$ cat src/rtl/decoder_pkg.sv
// Shared widths and types for the registered 3-to-8 decoder.
package decoder_pkg;

  localparam int unsigned SEL_W = 3;
  localparam int unsigned OUT_W = 8;

  typedef logic [SEL_W-1:0] dec_sel_t;
  typedef logic [OUT_W-1:0] dec_onehot_t;

endpackage : decoder_pkg

$ cat src/rtl/decoder_3_to_8_core.sv
// Combinational one-hot decode of a 3-bit select, gated by an active-high enable.
module decoder_3_to_8_core
  import decoder_pkg::*;
(
  input  dec_sel_t    sel,
  input  logic        en,
  output dec_onehot_t onehot
);

  // An unknown select or enable never matches, so the decode falls back to all zeros.
  always_comb begin
    onehot = '0;
    if (en) begin
      for (int unsigned i = 0; i < OUT_W; i++) begin
        if (sel == SEL_W'(i)) onehot[i] = 1'b1;
      end
    end
  end

endmodule : decoder_3_to_8_core

$ cat src/rtl/decoder_3_to_8.sv
// Registered 3-to-8 line decoder: one-cycle latency, async active-low clear.
module decoder_3_to_8
  import decoder_pkg::*;
(
  input  logic clk,
  output logic Y7,
  output logic Y6,
  output logic Y5,
  output logic Y4,
  output logic Y3,
  output logic Y2,
  output logic Y1,
  output logic Y0,
  input  logic A,
  input  logic B,
  input  logic C,
  input  logic en,
  input  logic rst_n
);

  dec_onehot_t next_y;
  dec_onehot_t y_q;

  decoder_3_to_8_core u_core (
    .sel    ({A, B, C}),
    .en     (en),
    .onehot (next_y)
  );

  always_ff @(posedge clk or negedge rst_n) begin
    if (!rst_n) y_q <= '0;
    else        y_q <= next_y;
  end

  assign {Y7, Y6, Y5, Y4, Y3, Y2, Y1, Y0} = y_q;

endmodule : decoder_3_to_8

$ cat config.mk
export PLATFORM = sky130hd
export DESIGN_NAME = decoder_3_to_8
export DESIGN_NICKNAME = d
export VERILOG_FILES = /design/src/rtl/decoder_pkg.sv /design/src/rtl/decoder_3_to_8_core.sv /design/src/rtl/decoder_3_to_8.sv
export SDC_FILE = /design/constraint.sdc
export NUM_CORES = 1
export LEC_CHECK = 0
export ABC_AREA = 0
export BUFFER_PORTS_ARGS = -buffer_cell sky130_fd_sc_hd__buf_4
export CAP_MARGIN = 20
export CORE_AREA = 3 3 40 42
export DETAILED_ROUTE_END_ITERATION = 7
export DIE_AREA = 0 0 43 45
export PLACE_DENSITY = 0.47
export SLEW_MARGIN = 20
export SYNTH_ARGS = -nofsm -noshare
export SYNTH_HDL_FRONTEND = slang
export SYNTH_SLANG_ARGS = --single-unit
$ cat constraint.sdc
create_clock -name clk -period 1.3 [get_ports clk]
set_input_delay 0.39 -clock clk [delete_from_list [all_inputs] [get_ports clk]]
set_output_delay 0.39 -clock clk [all_outputs]
set_load 0.1 [all_outputs]
* Word-level counts from Yosys, hierarchy flattened
Index checks and enable logic that the tools add are counted.
Word-level totals: register bits after elaboration 8, bits in latches 0, RAM bits 0, memory bits (read-only) 0, output and inout bits 8, word-level logic and storage cells 18, memories 0
Operators by class: add/sub/neg operators 0, multiply operators 0, div/mod/pow operators 0, order comparisons 0, equality and inequality tests 7, shift operators 0, multiplexer cells 9, bitwise logic cells 0, reductions and logical operators 1
Operators with widths (number):
- equality test 3 bit (second input constant) | 4
- two-way mux 1 bit | 8
- two-way mux 8 bit | 1
- equality test 3 x 2 -> 1 bit (second input constant) | 2
- equality test 3 x 1 -> 1 bit (second input constant) | 1
- logical NOT 3 bit | 1

* Logic depth before layout (Yosys ltp)
Gate-level depths: netlist of run 1.
depth after elaboration 3, depth in mapped cells 1

* Hierarchy
Synthesis of run 1 repeated with hierarchy kept, for this count alone.
Unflattened totals: cell total of the unflattened synthesis 16, area, all modules 295.3 sq um
By module, submodules not included:
- decoder_3_to_8 | times used 1, cells each 8, area an instance 200.2 sq um, sequential area each 200.2 sq um
- decoder_3_to_8_core | times used 1, cells each 8, area an instance 95.1 sq um, sequential area each 0.0 sq um

* Worst setup path after synthesis of run 1
No wires, ideal clock.
path kind flip-flop to output port, start point register y_q[0], end point output Y0, arrival 0.883 ns, path slack 0.027 ns, stages on the path, launching flop included 1, path buffers 0, cells stage by stage dfrtp_1
RTL lines:
- start: declaration | line decoder_3_to_8.sv:22 | dec_onehot_t y_q;
- start signal: assignment | line decoder_3_to_8.sv:32 | else y_q <= next_y;
- end: declaration | line decoder_3_to_8.sv:13 | output logic Y0,
No word-level cell between the ends.

* Worst setup path in the final report of run 1
start point register y_q[4], end point output Y4
RTL lines:
- end: declaration | line decoder_3_to_8.sv:9 | output logic Y4,
No word-level cell between the ends.

==> results of run 1 <==
-- kinds of logic after synthesis --
group	count (synthesis)	synth area share (%)
flops	8	67.5
simple gates	8	32.5
-- metrics by stage --
stage	worst slack [ps]	cell area, um^2
after floorplan	26.7	297
after global placement	326	413
after detailed placement	316	413
after CTS	39.6	445
after global routing	13.6	445
final	56.8	445
-- synth_stat cells --
library cell  count  area (um^2)
dfrtp_1           8          200
and4bb_2          3         37.5
and4_2            1         10.0
nor4b_2           1         15.0
and4b_2           3         33.8
-- worst min path at each step --
stage	depth (start not counted)	to	startpoint	slack, ps
2_1_floorplan	0	y_q[0]$_DFF_PN0_	rst_n	90
3_3_place_gp	1	y_q[3]$_DFF_PN0_	rst_n	210
3_5_place_dp	1	y_q[6]$_DFF_PN0_	rst_n	210
4_1_cts	2	y_q[0]$_DFF_PN0_	A	340
5_1_grt	2	y_q[0]$_DFF_PN0_	A	350
6_report	2	y_q[0]$_DFF_PN0_	A	350
-- area by class of cell --
class | count | area share [%]
Clock buffer | 3 | 5.06
Multi-Input combinational cell | 8 | 21.6
Sequential cell | 8 | 44.9
Tap cell | 15 | 4.21
Timing Repair Buffer | 14 | 24.2
-- power groups by stage --
stage / sequential (mW) / clock, mW / combinational (mW)
detailed placement: 0.261 / 0 / 0.0950
finish: 0.257 / 0.176 / 0.0961
floorplan: 0.309 / 0 / 0.00965
global route: 0.258 / 0.198 / 0.101
global placement: 0.261 / 0 / 0.0929
CTS: 0.257 / 0.189 / 0.0975
-- metal layers --
layer | vias up | track usage, %
met1 | 95 | 6.98
met2 | 12 | 9.28
met5 | - | 0
met3 | 2 | 3.59
met4 | 0 | 14.5
li1 | 99 | -
-- timing repair --
action | 4_1_cts | 5_1_grt
endpoints found under the hold margin | 8 | 0
hold buffers | 1 | 0
endpoints found under the setup margin | 0 | 0
==> impl_metrics.yaml, run 1 <==
power_and_ir_drop:
  switching_share_pct: 26.5
  p_int_uw: 389
  p_per_area_nw_per_um2: 1190
  power_switching_uw: 141
  ir_drop_uv: 271
  sequentialPowerShare_pct: 48.6
  clockPowerShare_pct: 33.3
  p_comb_share_pct: 18.1
  total_power_uw: 530
  p_leak_nw: 0.228
worst_setup_path:
  crit_type: "reg2out"
  cp_max_fo: 1
  slowest_stage: "dfrtp_1"
  required_ps: 910
  crit_path_end: "Y4"
  crit_chain: "buf_4"
  cp-end-kind: "primary output"
  crit_buf_inv: 1
  critPathLaunch: "y_q[4]$_DFF_PN0_"
  cpLargestDelayFamily: "flip-flops"
  crit_path_max_incr_delay_ps: 320
  crit_cells: 1
  startpoint_type: "flop"
  crit_arrival_ps: 850
cells_and_area:
  multiInputGateArea_um2: 96.3
  top_register: "y_q"
  synthToLayoutAreaGrowth_pct: 50.2
  drive_gt1_share_pct: 72.7
  nFillCells: 139
  regArea_um2: 200
  nets: 41
  num_antenna_cells: 0
  final_common_cell: "buf_4"
  post-route-util_pct: 34.7
  top_regs: "y_q (8)"
  instances_no_fill: 48
  largest_reg_flops: 8
  final_cell_mix: "buf_4 (13), dfrtp_1 (8), and4b_2 (3), and4bb_2 (3), clkbuf_4 (3)"
routing:
  dr.max_layer_used: "met4"
  routed-via-count: 208
  vias_per_cell: 4.33
  ant_nets: 0
  wl_met3_um: 62
  wl_met2_um: 235
  wirelength_met1_um: 210
  first_pass_iters: 1
  drc: 0
  wl_um: 535
  drtIter0Drc: 0
  wl_per_cell_um: 11.1
floorplan:
  start_util_pct: 23.1
  io_pins: 14
  die_area_um2: 1940
  num_rows: 13
  die_x_um: 43
  fp.dieH_um: 45
  coreArea_um2: 1280
sta:
  hold_slack_ps: 353
  fmax_ghz: 0.804
  fin_tns_setup_ps: 0
  worst_slew_pin_slew_ps: 280
  finalSetupViolations: 0
  slew_viol_final: 0
  post-route-period-util_pct: 95.6
  grt_setup_unrepaired: "no"
  slew_headroom_pct: 81.5
  finalHoldViolCount: 0
  fin_crit_ps: 1240
yosys:
  syn_area_per_cell_um2: 18.5
  syn_nets: 22
  ys_seq_area_share_pct: 67.5
  synthCells: 16
  yosysWarnings: 0
  synth.distinct_cells: 5
  netlist_area_um2: 297
  ys_ff_latch: 8
global_routing:
  gr-total-overflow: 0
  antenna_found_initial: 0
  grt_max_degree: 9
  grt_pass1_wl_um: 938
  first_global_vias: 222
  grt_usage_pct: 7.75
run:
  cap_violations: 0
clock_network:
  cts_tree: "built"
  post_cts_resized: 0
  path_clk_slew_ps: 50
  root_buffer: "clkbuf_4"
  htreeDepth: 1
  cts_setup_buffers: 0
  clock_sinks: 8
  cts_max_path_buffers: 2
  cts_buffers: 3
place:
  place_inst: 44
  place_hpwl_um: 410
  place_congestion: 0.642
  io_buffer_count: 13
min_path:
  worstHoldPathType: "in2reg"
status:
  status: "complete, no violations"
Power figures use the tool's default switching activity.
==> run 2: changes to the inputs <==
--- a/config.mk
+++ b/config.mk
@@ -12,6 +12,7 @@
 export DETAILED_ROUTE_END_ITERATION = 7
 export DIE_AREA = 0 0 43 45
 export PLACE_DENSITY = 0.47
+export SETUP_SLACK_MARGIN = 0.4
 export SLEW_MARGIN = 20
 export SYNTH_ARGS = -nofsm -noshare
 export SYNTH_HDL_FRONTEND = slang
==> impl_metrics.yaml, run 2 (same netlist as run 1, synthesis figures left out) <==
cells_and_area:
  largest_reg_flops: 8
  top_regs: "y_q (8)"
  post-route-util_pct: 44.8
  instances_no_fill: 48
  multiInputGateArea_um2: 96.3
  final_cell_mix: "buf_12 (8), dfrtp_4 (8), buf_4 (5)"
  top_register: "y_q"
  nets: 41
  nFillCells: 114
  drive_gt1_share_pct: 97.0
  num_antenna_cells: 0
  synthToLayoutAreaGrowth_pct: 94.1
  regArea_um2: 230
floorplan:
  num_rows: 13
  start_util_pct: 23.1
  coreArea_um2: 1280
  die_area_um2: 1940
  io_pins: 14
  die_x_um: 43
  fp.dieH_um: 45
place:
  place_congestion: 0.602
  place_inst: 44
  io_buffer_count: 13
  post-place-ws_ps: 230
clock_network:
  clock_sinks: 8
  cts_tree: "built"
  cts_max_path_buffers: 2
  htreeDepth: 1
  path_clk_slew_ps: 50
  cts_buffers: 3
  root_buffer: "clkbuf_4"
run:
  cap_violations: 0
worst_setup_path:
  cp_max_fo: 1
  crit_chain: "buf_12"
  cpLargestDelayFamily: "flip-flops"
  crit_arrival_ps: 890
  crit_buf_inv: 1
  crit_type: "reg2out"
  cp-end-kind: "primary output"
  crit_path_max_incr_delay_ps: 480
  slowest_stage: "dfrtp_4"
  startpoint_type: "flop"
  required_ps: 910
power_and_ir_drop:
  power_switching_uw: 146
  p_leak_nw: 0.237
  p_per_area_nw_per_um2: 966
  clockPowerShare_pct: 32.1
  ir_drop_uv: 320
  switching_share_pct: 26.3
  sequentialPowerShare_pct: 47.7
  p_comb_share_pct: 20.2
  p_int_uw: 410
global_routing:
  grt_usage_pct: 7.99
  gr-total-overflow: 0
  antenna_found_initial: 0
  first_global_vias: 232
  grt_pass1_wl_um: 986
  grt_max_degree: 9
routing:
  wl_per_cell_um: 11.4
  vias_per_cell: 4.21
  wl_um: 546
  drc: 0
  drtIter0Drc: 0
  first_pass_iters: 1
  ant_nets: 0
  routed-via-count: 202
sta:
  slew_viol_final: 0
  grt_setup_unrepaired: "yes"
  slew_headroom_pct: 88.0
  fin_tns_setup_ps: 0
  fin_crit_ps: 1280
  worst_slew_pin_slew_ps: 180
  fmax_ghz: 0.779
  post-route-period-util_pct: 98.7
  setup_slack_ps: 17.1
  hold_slack_ps: 346
  finalSetupViolations: 0
  finalHoldViolCount: 0
status:
  status: "complete, no violations"
min_path:
  worstHoldPathType: "in2reg"
==> run 2: cell count changes in the layout (fill, tap and decap cells not counted) <==
| cell | change |
|---|---|
| buf_12 | +8 |
| buf_4 | -8 |
| dfrtp_1 | -8 |
| dfrtp_4 | +8 |
==> run 2: through the flow <==
stage | instance area, um^2 | power, mW
6_report | 576 | 0.556
4_1_cts | 576 | 0.566
2_1_floorplan | 327 | 0.324
3_3_place_gp | 443 | 0.359
5_1_grt | 576 | 0.584
3_5_place_dp | 443 | 0.361
==> run 2: final cells by class <==
class,count,share of cell area (%)
clock buffer,3,3.91
multi-input combinational,8,16.7
sequential,8,40.0
tap,15,3.26
timing repair buffer,14,36.1
==> run 2: final timing paths <==
path	start	to	slack, ps	cells after the start
min	C	y_q[0]$_DFF_PN0_	350	2
min in group asynchronous	rst_n	y_q[7]$_DFF_PN0_	500	2
max	y_q[0]$_DFF_PN0_	Y0	20	1
max in group asynchronous	rst_n	y_q[0]$_DFF_PN0_	660	2
==> run 2: power by group through the flow <==
stage,logic (mW),clock network [mW],registers (mW)
finish,0.112,0.179,0.265
global route,0.118,0.201,0.265
CTS,0.113,0.188,0.265
detailed placement,0.0943,0,0.266
global placement,0.0929,0,0.266
floorplan,0.00965,0,0.315
==> run 2: repair_timing <==
item	in CTS	in global routing
setup endpoints to repair	8	8
hold buffers	1	0
setup buffers	0	0
gates resized for setup	24	0
gates cloned	0	0
hold endpoints to repair	8	0
==> run 2: routing by layer <==
metal	vias to the layer above	global-route usage, %	share of wire [%]
li1	98	-	-
met1	94	8.19	39
met2	10	10.5	53
met3	0	2.39	7.1
met4	0	12.7	0
met5	-	0	0
